[src/rtl/execute_muldiv.sv]
// RV32M-style multiply/divide execute unit.
// Multiplies complete after a fixed latency; divides iterate one
// quotient bit per cycle (restoring radix-2) on operand magnitudes.
module execute_muldiv #(
   parameter int XLEN        = 32,
   parameter int MUL_LATENCY = 2
) (
   input  logic            clk,
   input  logic            rst,
   input  logic            stop,
   input  logic            flush,
   input  logic            in_valid,
   input  logic [2:0]      funct3,
   input  logic [XLEN-1:0] data_0,
   input  logic [XLEN-1:0] data_1,
   input  logic [4:0]      in_reg_d,
   output logic            busy,
   output logic            out_valid,
   output logic [4:0]      out_reg_d,
   output logic [XLEN-1:0] alu_out
);

   localparam logic [1:0] S_IDLE = 2'd0;
   localparam logic [1:0] S_MUL  = 2'd1;
   localparam logic [1:0] S_DIV  = 2'd2;
   localparam logic [1:0] S_DONE = 2'd3;

   localparam int CNT_W = $clog2(XLEN + MUL_LATENCY + 1);
   localparam logic [XLEN-1:0] MOST_NEG = {1'b1, {(XLEN-1){1'b0}}};

   logic [1:0]       state;
   logic [CNT_W-1:0] cnt;

   // Operands latched at accept; stable until completion
   logic [1:0]       op_p0;
   logic [XLEN-1:0]  src0_p0, src1_p0;
   logic [4:0]       tag_p0;
   logic [XLEN-1:0]  quo_p0, rem_p0, dvsr_p0;
   logic             q_neg_p0, r_neg_p0;

   // Two's-complement negate when neg is set (magnitude / sign restore)
   function automatic logic [XLEN-1:0] apply_sign(input logic [XLEN-1:0] v, input logic neg);
      return neg ? (~v + 1'b1) : v;
   endfunction

   logic accept, is_signed, neg0, neg1, div_zero, div_ovf;
   assign accept    = in_valid && !stop && !flush && (state == S_IDLE || state == S_DONE);
   assign is_signed = !funct3[0];
   assign neg0      = is_signed && data_0[XLEN-1];
   assign neg1      = is_signed && data_1[XLEN-1];
   assign div_zero  = (data_1 == '0);
   assign div_ovf   = is_signed && (data_0 == MOST_NEG) && (data_1 == '1);

   assign busy      = (state == S_MUL) || (state == S_DIV);
   assign out_valid = (state == S_DONE);

   // Multiply: single-cycle latency multiplies straight off the inputs
   logic [1:0]        mop;
   logic [XLEN-1:0]   ma, mb;
   logic              ma_sgn, mb_sgn;
   logic [2*XLEN-1:0] ma_w, mb_w, prod;
   logic [XLEN-1:0]   mul_res;
   assign mop     = (MUL_LATENCY == 1) ? funct3[1:0] : op_p0;
   assign ma      = (MUL_LATENCY == 1) ? data_0 : src0_p0;
   assign mb      = (MUL_LATENCY == 1) ? data_1 : src1_p0;
   assign ma_sgn  = (mop != 2'b11);
   assign mb_sgn  = (mop == 2'b01);
   assign ma_w    = {{XLEN{ma_sgn & ma[XLEN-1]}}, ma};
   assign mb_w    = {{XLEN{mb_sgn & mb[XLEN-1]}}, mb};
   assign prod    = ma_w * mb_w;
   assign mul_res = (mop == 2'b00) ? prod[XLEN-1:0] : prod[2*XLEN-1:XLEN];

   // Divide step: shift next dividend bit into the partial remainder and trial-subtract
   logic [XLEN:0]   trial;
   logic            ge;
   logic [XLEN-1:0] rem_nx, quo_nx, div_res;
   assign trial   = {rem_p0, quo_p0[XLEN-1]} - {1'b0, dvsr_p0};
   assign ge      = !trial[XLEN];
   assign rem_nx  = ge ? trial[XLEN-1:0] : {rem_p0[XLEN-2:0], quo_p0[XLEN-1]};
   assign quo_nx  = {quo_p0[XLEN-2:0], ge};
   assign div_res = op_p0[1] ? apply_sign(rem_nx, r_neg_p0) : apply_sign(quo_nx, q_neg_p0);

   // Control and result registers: rst > stop > flush > accept > sequencing
   always_ff @(posedge clk) begin
      if (rst) begin
         state     <= S_IDLE;
         cnt       <= '0;
         alu_out   <= '0;
         out_reg_d <= '0;
      end else if (!stop) begin
         if (flush) begin
            state <= S_IDLE;
            cnt   <= '0;
         end else if (accept) begin
            cnt <= '0;
            if (!funct3[2]) begin
               if (MUL_LATENCY == 1) begin
                  state     <= S_DONE;
                  alu_out   <= mul_res;
                  out_reg_d <= in_reg_d;
               end else begin
                  state <= S_MUL;
                  cnt   <= CNT_W'(1);
               end
            end else if (div_zero) begin
               state     <= S_DONE;
               alu_out   <= funct3[1] ? data_0 : '1;
               out_reg_d <= in_reg_d;
            end else if (div_ovf) begin
               state     <= S_DONE;
               alu_out   <= funct3[1] ? '0 : data_0;
               out_reg_d <= in_reg_d;
            end else begin
               state <= S_DIV;
            end
         end else begin
            case (state)
               S_MUL: begin
                  if (cnt == CNT_W'(MUL_LATENCY - 1)) begin
                     state     <= S_DONE;
                     alu_out   <= mul_res;
                     out_reg_d <= tag_p0;
                  end else begin
                     cnt <= cnt + 1'b1;
                  end
               end
               S_DIV: begin
                  if (cnt == CNT_W'(XLEN - 1)) begin
                     state     <= S_DONE;
                     alu_out   <= div_res;
                     out_reg_d <= tag_p0;
                  end else begin
                     cnt <= cnt + 1'b1;
                  end
               end
               S_DONE:  state <= S_IDLE;
               default: state <= S_IDLE;
            endcase
         end
      end
   end

   // Datapath registers: latch on accept, iterate while dividing
   always_ff @(posedge clk) begin
      if (!stop && !flush) begin
         if (accept) begin
            op_p0    <= funct3[1:0];
            src0_p0  <= data_0;
            src1_p0  <= data_1;
            tag_p0   <= in_reg_d;
            quo_p0   <= apply_sign(data_0, neg0);
            dvsr_p0  <= apply_sign(data_1, neg1);
            rem_p0   <= '0;
            q_neg_p0 <= neg0 ^ neg1;
            r_neg_p0 <= neg0;
         end else if (state == S_DIV) begin
            quo_p0 <= quo_nx;
            rem_p0 <= rem_nx;
         end
      end
   end

endmodule

[config.mk]
export PLATFORM = sky130hd
export DESIGN_NAME = execute_muldiv
export DESIGN_NICKNAME = d
export VERILOG_FILES = /design/src/rtl/execute_muldiv.sv
export SDC_FILE = /design/constraint.sdc
export NUM_CORES = 2
export LEC_CHECK = 0
export ABC_AREA = 0
export CAP_MARGIN = 40
export CORE_MARGIN = 10
export CORE_UTILIZATION = 40
export CTS_CLUSTER_DIAMETER = 50
export DETAILED_ROUTE_END_ITERATION = 10
export GPL_ROUTABILITY_DRIVEN = 0
export SLEW_MARGIN = 40
export SYNTH_ARGS = -nofsm -noshare
export SYNTH_HDL_FRONTEND = slang
export SYNTH_SLANG_ARGS = --single-unit
[constraint.sdc]
create_clock -name clk -period 12.4 [get_ports clk]
set_clock_uncertainty 0.2 [all_clocks]
set_input_delay 2.48 -clock clk [delete_from_list [all_inputs] [get_ports clk]]
set_output_delay 2.48 -clock clk [all_outputs]
set_load 0.02 [all_outputs]
==> impl_results.md <==
- CTS sink cnt: 213
- Initial DRT Pass Iterations: 5
- Most prevalent standard cell on the critical path: fa_1
- Crit-path max FO: 20
- Leading post-synthesis cells by cell area: fa_1, edfxtp_1, inv_1
- Slowest cell on the critical path: fa_1
- CORE AREA: 129,000 um2
- Yosys warning total: 0
- Via count of the first global-routing pass: 42.8k
- Commonest cells in the netlist: inv_1, fa_1, nand2_1
- Crit path arrival time: 10.68 ns
- Most used flip-flop cell after synthesis: edfxtp_1
- Kind of capture point of the worst setup path: flop
- Met2 track utilization from global routing: 0.366
- Worst slew slack as a fraction of its limit: 0.356
- Register area share after synthesis: 0.114
- IO Count: 116
- Quantity of hold-fixing buffers added after cts: 0
- Hold wc startpoint: out_reg_d[2]
- GRT Total Usage: 0.215
- Req. time, crit path: 12.72 ns
- GRT Max-Usage Layer: met2
- Final-report setup violation count: 0
- Number of vias per cell after detailed routing: 5.34
- Maximum clock insertion buffer count: 3
- Clock Latency Late Sink: 0.61 ns
- CTS root buf: clkbuf_16
- Number of routed nets with antenna violations: 0
- Clock tree from TritonCTS: yes
- Maximum capacitance violations: 0
- GR met1 Demand/Resource: 0.286
- Min Tclk post-route: 10.36 ns
- Share of Yosys cell area claimed by the top area cell type: 0.433
- Antenna violations before repair: 12
- HPWL after detailed placement: 126,000 um
- Post-CTS setup buffer count: 0
- Final clock period utilization by the worst path: 0.835
- GRT met3 Usage: 0.0256
- Iter 0 DRT Violations: 3,197
- DRC: 0
- Reg2Reg Launch Point: mop[0]
- Cell type with the largest total area after synthesis: fa_1
- Nets: 7,202
- WL/cell: 20.6 um
- Yosys cell types: 91
- Post_cts resized: 0
- Clock-pin slew of the registers on the worst-case setup and hold paths: 0.06 ns
- Synth Net Count: 7,264
- Filler Cell Count: 12.7k
- Pin count of the biggest net entering global routing: 67
- Average cell area after synthesis: 8.97 um2
- Die Outline Area: 145,000 um2
- H-tree depth reported by CTS: 2
- Dominant cell by count in the synthesized netlist: inv_1
- Hold Fails Final Rpt: 0
- Wire length of the first global-routing pass: 247,000 um
- Final wirelength: 155,000 um
- Async set-reset flop share out of synthesis: 0
- Number of buffers created by CTS: 40
- Startpoint class of the critical path: flop
- Maximum clock frequency: 96.6 MHz
- Area added between synthesis and finish: 8.20%
- Share of post-route cells with drive strength above 1: 0.0372
- Total number of placement rows: 132
- Number of synthesized flops with an enable pin: 168
- Synthesized cell area: 52,100 um2
- Setup repair after global routing missed its margin: false
- Total negative slack: 0 ns
- Worst Path Class, Setup: flop to flop
- Pin slew with the least headroom to its limit: 0.954 ns
- Die Wd: 381 um
- Worst Hold Class: flop to flop
- Result of the run: completed
- Via total after detailed routing: 40.2k
- Starting density of the core: 0.402
- Leftover overflow at the end of global routing: 0
- Synthesized netlist cell count: 5,807
- Vertical die dimension: 381 um
- Fin. max-slew vios: 0
- Crit path from: mop[0]
- Number of input and output port buffers inserted: 115
- Crit-path max cell delay: 0.91 ns
- Post-synthesis register bit count: 213
routing by layer:
metal | routed length (um) | up-vias
met5 | 11 | -
met4 | 5120 | 2
li1 | - | 17600
met2 | 75200 | 1476
met1 | 64000 | 20800
met3 | 10500 | 285
path summary, 6_finish.rpt:
| kind | cells after the start | to | slack (ns) |
|---|---|---|---|
| min reg2reg | 2 | out_reg_d[2] | 0.30 |
| min | 2 | out_reg_d[2] | 0.30 |
| max reg2reg | 31 | alu_out[27] | 2.04 |
| max | 31 | alu_out[27] | 2.04 |
critical path: cells and delay by family, from the launching register on:
family / cells / cell delay, ns
AO/OA/AOI/OAI: 8 / 1.86
XOR/XNOR: 1 / 0.17
adder cells (fa/ha/maj): 9 / 4.75
buffers and inverters: 8 / 1.43
flip-flops: 1 / 0.48
multiplexers: 1 / 0.11
AND/OR/NAND/NOR: 4 / 1.30
cells in the final DEF, fill, tap and decap left out, types with 22 or more instances in the layout:
cell type	instances
a211oi_1	29
a21o_1	57
nand3_1	45
ha_1	254
xor2_1	80
inv_1	1264
fa_1	1125
nand2b_1	22
a21oi_1	173
dfxtp_1	45
a31oi_1	24
edfxtp_1	168
nand2_1	941
xnor2_1	123
nor2_1	200
nand4_1	28
and2_1	286
clkdlybuf4s50_1	115
o31ai_1	28
clkbuf_16	40
and3_1	39
buf_4	86
mux2i_1	26
o21ai_0	168
nor3_1	37
o211ai_1	27
cell type report:
cell class                 count  area (um2)  area share
inverter                    1266        4760      0.0844
tap                         1742        2180      0.0387
sequential                   213        5950       0.105
multi-input combinational   4016       40200       0.714
antenna                        3        7.51    0.000133
clock inverter                32         349     0.00619
timing repair buffer         208        1880      0.0333
clock buffer                  42        1020      0.0181
through the flow:
| stage | worst slack, ns | instance area (um2) | std cells | util | hold WS [ns] |
|---|---|---|---|---|---|
| floorplan | 3.46 | 52100 | 5807 | - | 0.272 |
| global placement | 2.43 | 54900 | 7440 | 0.424 | 0.285 |
| detailed placement | 2.27 | 55000 | 7444 | 0.425 | 0.293 |
| CTS | 2.24 | 56400 | 7518 | 0.435 | 0.301 |
| global route | 1.55 | 56400 | 7519 | 0.435 | 0.336 |
| finish | 2.04 | 56400 | 7522 | 0.435 | 0.300 |
logic make-up after synthesis:
family,share of synthesized area
AO/OA/AOI/OAI,0.0878
XOR/XNOR,0.0341
adder cells (fa/ha/maj),0.494
buffers and inverters,0.115
flip-flops,0.114
multiplexers,0.00521
AND/OR/NAND/NOR,0.150
flip-flops by register name, indices dropped and copies added, names as in the netlist:
register   cells
alu_out       32
cnt            6
dvsr_p0       31
ma            32
mb            32
mop            2
out_reg_d      5
q_neg_p0       1
quo_p0        32
r_neg_p0       1
rem_p0        32
state          2
tag_p0         5
Power is not shown: default switching activity piles up to over one toggle a cycle in this logic, so the estimate is an artifact.
